**src/rtl/pong_pkg.sv**
```systemverilog
// Shared types and constants for the pong match sequencer.
package pong_pkg;

  localparam int SCORE_W       = 4;
  localparam int FRAME_CNT_W   = 8;
  localparam int PADDLE_HOME_Y = 192;

  typedef enum logic [2:0] {
    ST_IDLE      = 3'd0,
    ST_SERVE     = 3'd1,
    ST_PLAY      = 3'd2,
    ST_POINT     = 3'd3,
    ST_GAME_OVER = 3'd4
  } state_t;

endpackage

```
**src/rtl/frame_counter.sv**
```systemverilog
// Saturating frame-tick counter shared by the SERVE and POINT waits.
module frame_counter
  import pong_pkg::*;
(
  input  logic                   clk,
  input  logic                   reset_n,
  input  logic                   clear,
  input  logic                   tick,
  input  logic [FRAME_CNT_W-1:0] limit,
  output logic                   done
);

  logic [FRAME_CNT_W-1:0] count_q, count_d;

  // clear wins over tick so a tick coinciding with a state change is dropped
  always_comb begin
    count_d = count_q;
    if (clear) begin
      count_d = '0;
    end else if (tick && (count_q != '1)) begin
      count_d = count_q + 1'b1;
    end
  end

  always_ff @(posedge clk or negedge reset_n) begin
    if (!reset_n) begin
      count_q <= '0;
    end else begin
      count_q <= count_d;
    end
  end

  assign done = (count_q >= limit);

endmodule

```
**src/rtl/pong_match_ctrl.sv**
```systemverilog
// Match-level sequencer: serve, rally, point hold and game-over handling for pong.
module pong_match_ctrl
  import pong_pkg::*;
#(
  parameter int WIN_SCORE    = 7,
  parameter int POINT_FRAMES = 60,
  parameter int AUTO_SERVE   = 180
) (
  input  logic               clk,
  input  logic               reset_n,
  input  logic               frame_tick,
  input  logic               launch,
  input  logic               pause,
  input  logic               left_miss,
  input  logic               right_miss,
  output logic [2:0]         state,
  output logic               ball_reset,
  output logic               motion_en,
  output logic               serve_side,
  output logic [SCORE_W-1:0] score_p1,
  output logic [SCORE_W-1:0] score_p2,
  output logic               game_over,
  output logic               winner
);

  localparam logic [SCORE_W-1:0]     WIN       = SCORE_W'(WIN_SCORE);
  localparam logic [FRAME_CNT_W-1:0] POINT_LIM = FRAME_CNT_W'(POINT_FRAMES);
  localparam logic [FRAME_CNT_W-1:0] SERVE_LIM = FRAME_CNT_W'(AUTO_SERVE);
  localparam logic                   AUTO_EN   = (AUTO_SERVE != 0);

  state_t               state_q, state_d;
  logic [SCORE_W-1:0]   p1_q, p1_d, p2_q, p2_d;
  logic                 side_q, side_d;
  logic                 winner_q, winner_d;
  logic                 motion_q, motion_d;
  logic                 launch_q;
  logic                 launch_rise;
  logic                 cnt_clear;
  logic                 cnt_done;
  logic [FRAME_CNT_W-1:0] cnt_limit;

  assign launch_rise = launch & ~launch_q;
  assign cnt_clear   = (state_d != state_q);
  assign cnt_limit   = (state_q == ST_SERVE) ? SERVE_LIM : POINT_LIM;

  frame_counter u_frame_counter (
    .clk     (clk),
    .reset_n (reset_n),
    .clear   (cnt_clear),
    .tick    (frame_tick),
    .limit   (cnt_limit),
    .done    (cnt_done)
  );

  always_comb begin
    state_d  = state_q;
    p1_d     = p1_q;
    p2_d     = p2_q;
    side_d   = side_q;
    winner_d = winner_q;
    case (state_q)
      ST_IDLE: begin
        if (launch_rise) begin
          state_d = ST_SERVE;
          p1_d    = '0;
          p2_d    = '0;
          side_d  = 1'b0;
        end
      end
      ST_SERVE: begin
        if (launch_rise || (AUTO_EN && cnt_done)) state_d = ST_PLAY;
      end
      ST_PLAY: begin
        // a simultaneous double miss is a replay: no score, serve side kept
        if (left_miss || right_miss) begin
          state_d = ST_POINT;
          if (right_miss && !left_miss) begin
            side_d = 1'b1;
            if (p1_q < WIN) p1_d = p1_q + 1'b1;
          end
          if (left_miss && !right_miss) begin
            side_d = 1'b0;
            if (p2_q < WIN) p2_d = p2_q + 1'b1;
          end
        end
      end
      ST_POINT: begin
        if (cnt_done) begin
          if ((p1_q == WIN) || (p2_q == WIN)) begin
            state_d  = ST_GAME_OVER;
            winner_d = (p2_q == WIN);
          end else begin
            state_d = ST_SERVE;
          end
        end
      end
      ST_GAME_OVER: begin
        if (launch_rise) state_d = ST_IDLE;
      end
      default: state_d = ST_IDLE;
    endcase
    motion_d = (state_d == ST_PLAY) && !pause;
  end

  always_ff @(posedge clk or negedge reset_n) begin
    if (!reset_n) begin
      state_q  <= ST_IDLE;
      p1_q     <= '0;
      p2_q     <= '0;
      side_q   <= 1'b0;
      winner_q <= 1'b0;
      motion_q <= 1'b0;
      launch_q <= 1'b0;
    end else begin
      state_q  <= state_d;
      p1_q     <= p1_d;
      p2_q     <= p2_d;
      side_q   <= side_d;
      winner_q <= winner_d;
      motion_q <= motion_d;
      launch_q <= launch;
    end
  end

  assign state      = state_q;
  assign ball_reset = (state_q != ST_PLAY);
  assign motion_en  = motion_q;
  assign serve_side = side_q;
  assign score_p1   = p1_q;
  assign score_p2   = p2_q;
  assign game_over  = (state_q == ST_GAME_OVER);
  assign winner     = winner_q;

endmodule

```
**config.mk**
```make
export PLATFORM = sky130hd
export DESIGN_NAME = pong_match_ctrl
export DESIGN_NICKNAME = d
export VERILOG_FILES = /design/src/rtl/pong_pkg.sv /design/src/rtl/frame_counter.sv /design/src/rtl/pong_match_ctrl.sv
export SDC_FILE = /design/constraint.sdc
export NUM_CORES = 1
export LEC_CHECK = 0
export ABC_AREA = 1
export BUFFER_PORTS_ARGS = -buffer_cell sky130_fd_sc_hd__buf_2
export CAP_MARGIN = 0
export CELL_PAD_IN_SITES_DETAIL_PLACEMENT = 1
export CELL_PAD_IN_SITES_GLOBAL_PLACEMENT = 1
export CORE_UTILIZATION = 30
export CTS_BUF_LIST = sky130_fd_sc_hd__clkbuf_4 sky130_fd_sc_hd__clkbuf_8
export CTS_CLUSTER_DIAMETER = 150
export DETAILED_ROUTE_END_ITERATION = 10
export GPL_TIMING_DRIVEN = 0
export HOLD_SLACK_MARGIN = 0.03
export PLACE_DENSITY_LB_ADDON = 0.1
export SETUP_SLACK_MARGIN = 0.3
export SLEW_MARGIN = 25
export SYNTH_ARGS = -nofsm -noshare
export SYNTH_HDL_FRONTEND = slang
export SYNTH_SLANG_ARGS = --single-unit
```
**constraint.sdc**
```tcl
create_clock -name clk -period 2.2 [get_ports clk]
set_clock_uncertainty 0.1 [all_clocks]
set_input_delay 0.22 -clock clk [delete_from_list [all_inputs] [get_ports clk]]
set_output_delay 0.22 -clock clk [all_outputs]
set_load 0.02 [all_outputs]
```
==> key figures <==
Routing
  • WL per Instance: about 13 um
  • Final ANT Viol Nets: 0
  • Drt via density: 4.83
  • Initial DRC Count: 31
  • DRT Pass-1 Iters: 4
  • Vias: between 1k and 1.5k
  • Total wire length: 3.47 mm
  • DR DRC count: 0

STA
  • Final hold violation count: 0
  • Tmin final: 2.08 ns
  • RSZ-0062 raised after global routing: yes
  • Final Slew Violations: 0
  • Worst hold margin: 0.240 ns
  • Final setup vio count: 0
  • Fmax: 0.481 GHz
  • Max transition margin: a little over three fifths
  • Slew @ Worst Pin: 0.556 ns
  • Period Utilization, post-route: a little over nine tenths

Synth
  • Netlist Area Pre-Place: 0.00140 mm2
  • Netlist cell types: 25
  • Main synth FF type: dfrtp_1
  • Seq/Total Area, Yosys: 41.0%
  • Post-synthesis mux area share: 0%
  • Synth area leaders: dfrtp_1 41%, nand2_1 13%, ha_1 8.0%
  • FF+latch count, synth: 23
  • Largest family of logic cells by synthesized area: simple AND/OR/NAND/NOR gates
  • Syn Inst Count: 187
  • Syn. warnings: 0
  • Top post-synthesis cells by count: 49 x nand2_1, 27 x nor2_1, 25 x inv_1
  • Count of flip-flops with a built-in enable after synthesis: 0
  • Leading area contributor after synthesis: dfrtp_1
  • Compound-Gate Fraction of Synth Area: 9.63%
  • Xor-xnor portion of the synthesized cell area: under 10%
  • Syn Nets: 203
  • Post-Synth Adder-Cell Area: 8.03%
  • Count leader, synth: nand2_1
  • Area share of the largest cell type after synthesis: about two fifths
  • Async SR Flop Fraction: 100%
  • Post-synthesis simple-gate area fraction: 30.5%
  • Syn_area_per_cell: about 7.5 um2

Finish
  • Non-Filler Instances: 274
  • Final instance area: approximately 0.0018 mm2
  • Layout area overhead: 26.9%
  • Ant diodes: 0
  • Fill count: 542
  • Count of nets after finishing: 239
  • Layout cell share with drive strength beyond 1: 28.4%

Worst setup path
  • WP data arrival: ~2.1 ns
  • Startpoint Class: register
  • Worst path top cell family by delay: simple AND/OR/NAND/NOR gates
  • Cell-by-cell trace of the critical path: inv_4 > nor3_4 > inv_2 > ha_4 > inv_2 > nor2_4 > nand3_2 > nand2_2 > nand2_2 > nand2_2 > nand3_4 > nand2_2 > nand2_2 > nand2_4 > nor2_1
  • Slowest cell on crit path: dfrtp_2
  • Worst Path Max Fanout: 8
  • Crit Path Class: register to register
  • CP peak stage delay: around 0.41 ns
  • Crit end category: register
  • CP dominant cell by count: nand2_2
  • WP data required: 2.26 ns
  • Buf/Inv on CP: 3

Clock network
  • Clock Tree Root: clkbuf_8
  • Clk Latency, worst-skew pair: about 0.26 ns
  • H-tree Lvls: 1
  • CTS Buf Count: 3
  • Reg clk slew, reported paths: ~0.090 ns
  • CTS tree: built
  • Num Clock Sinks: 23
  • Deepest clock path buffer count: 2

Global routing
  • Largest net degree at the start of global routing: 24
  • Tot GR Track Use: 15.1%
  • Antenna violations before repair: 0
  • GRT overflow: 0
  • Vias in the first global route: 1369
  • First-pass GRT wire length: 6.04 mm

Die
  • Die ar.: 0.00495 mm2
  • Rows: 24
  • # IOs: 23
  • Initial Utilization: between 30% and 40%
  • Die Ht: 70.4 um
  • Core ar.: roughly 0.0044 mm2
  • Die Span X: 70.4 um

Outcome
  • Status: complete, no violations

Pwr
  • Leak Pwr: around 0.95 nW
  • Power Dens Cells: approximately 860 mW/mm2
  • Power Total: 1.53 mW
  • Peak VDD IR: 366 uV

Placement
  • Post-Place Cells: 261
  • PortBufs: 22
  • RD Place Congestion: approximately 0.8
  • DP HPWL: roughly 2.7 mm
  • Placed cell areas: ~0.0016 mm2

Flow run
  • # Max-Cap Violations: 0

Worst hold path
  • Hold/Removal Path Class: input pin to register
==> cells by family after synthesis <==
kind of cell / Yosys count
simple gates: 100
buf+inv: 30
flops: 23
compound gates: 21
fa+ha+maj: 9
xor+xnor: 4
==> power by group <==
group	internal, mW	total [mW]	switching [mW]	leakage [nW]
sequential	0.510	0.596	0.0859	0.299
combinational	0.239	0.651	0.411	0.627
clock	0.142	0.287	0.145	0.0262
total	0.891	1.53	0.643	0.952
==> layout make-up <==
| cell class | count | area [um2] | area share [%] |
|---|---|---|---|
| multi-input cells | 134 | 778 | 43.7 |
| flip-flops and latches | 23 | 579 | 32.6 |
| repair buffers | 31 | 189 | 10.6 |
| inverters | 29 | 111 | 6.26 |
| well taps | 52 | 65.1 | 3.66 |
| clock buffers | 4 | 48.8 | 2.74 |
| plain buffers | 1 | 7.51 | 0.422 |
==> registers in the layout, summed over array words and instances, names as in the netlist <==
register,count
state,3
launch_q,1
score_p2,4
motion_en,1
u_frame_counter.count_q,8
winner,1
serve_side,1
score_p1,4
==> routing by layer <==
| metal | up-vias | share of wire [%] | GRT usage (%) |
|---|---|---|---|
| met5 | - | 0 | 0 |
| met4 | 0 | 1.2 | 4.22 |
| met3 | 4 | 2.2 | 2.16 |
| met2 | 17 | 48 | 26.2 |
| met1 | 640 | 49 | 19.3 |
| li1 | 663 | - | - |
==> per-stage QoR <==
step | setup WS [ns] | setup TNS, ns | util [%]
global route | -0.0436 | -0.242 | 40.3
floorplan | 0.145 | 0 | -
finish | 0.119 | 0 | 40.3
CTS | 0.0435 | 0 | 39.4
global placement | -0.0332 | -0.239 | 36.4
detailed placement | -0.0860 | -0.618 | 36.4
==> repair_timing <==
item	4_1_cts	5_1_grt
gates resized for setup	7	10
endpoints found under the setup margin	12	17
pin swaps	6	6
buffers inserted	5	1
hold buffers	3	0
endpoints found under the hold margin	25	0
==> cells in the final DEF (no fill, tap or decap), types with 6 or more instances in the layout <==
master and count:
inv_2 6, buf_4 6, nor2_1 25, nand3_1 12, buf_2 22, ha_1 8, nand2_1 42, dfrtp_1 20
inv_1 22, o21ai_0 7, nand2_2 7
==> final timing paths <==
path,from,endpoint,slack (ns),cells past startpoint
setup / recovery,state[0],u_frame_counter.count_q[0],0.12,15
hold / removal,frame_tick,u_frame_counter.count_q[1],0.24,5
setup reg to reg,state[0],u_frame_counter.count_q[0],0.12,15
hold reg to reg,winner,winner,0.39,2
max in group asynchronous,reset_n,state[0],1.23,2
min in group asynchronous,reset_n,motion_en,0.37,2
==> worst register-to-register path, delay by kind of cell (launching register included) <==
family | cells | cell delay, ns
adder cells (fa/ha/maj) | 1 | 0.27
AND/OR/NAND/NOR | 11 | 1.05
flip-flops | 1 | 0.41
buffers and inverters | 3 | 0.17
Power figures use the tool's default switching activity.
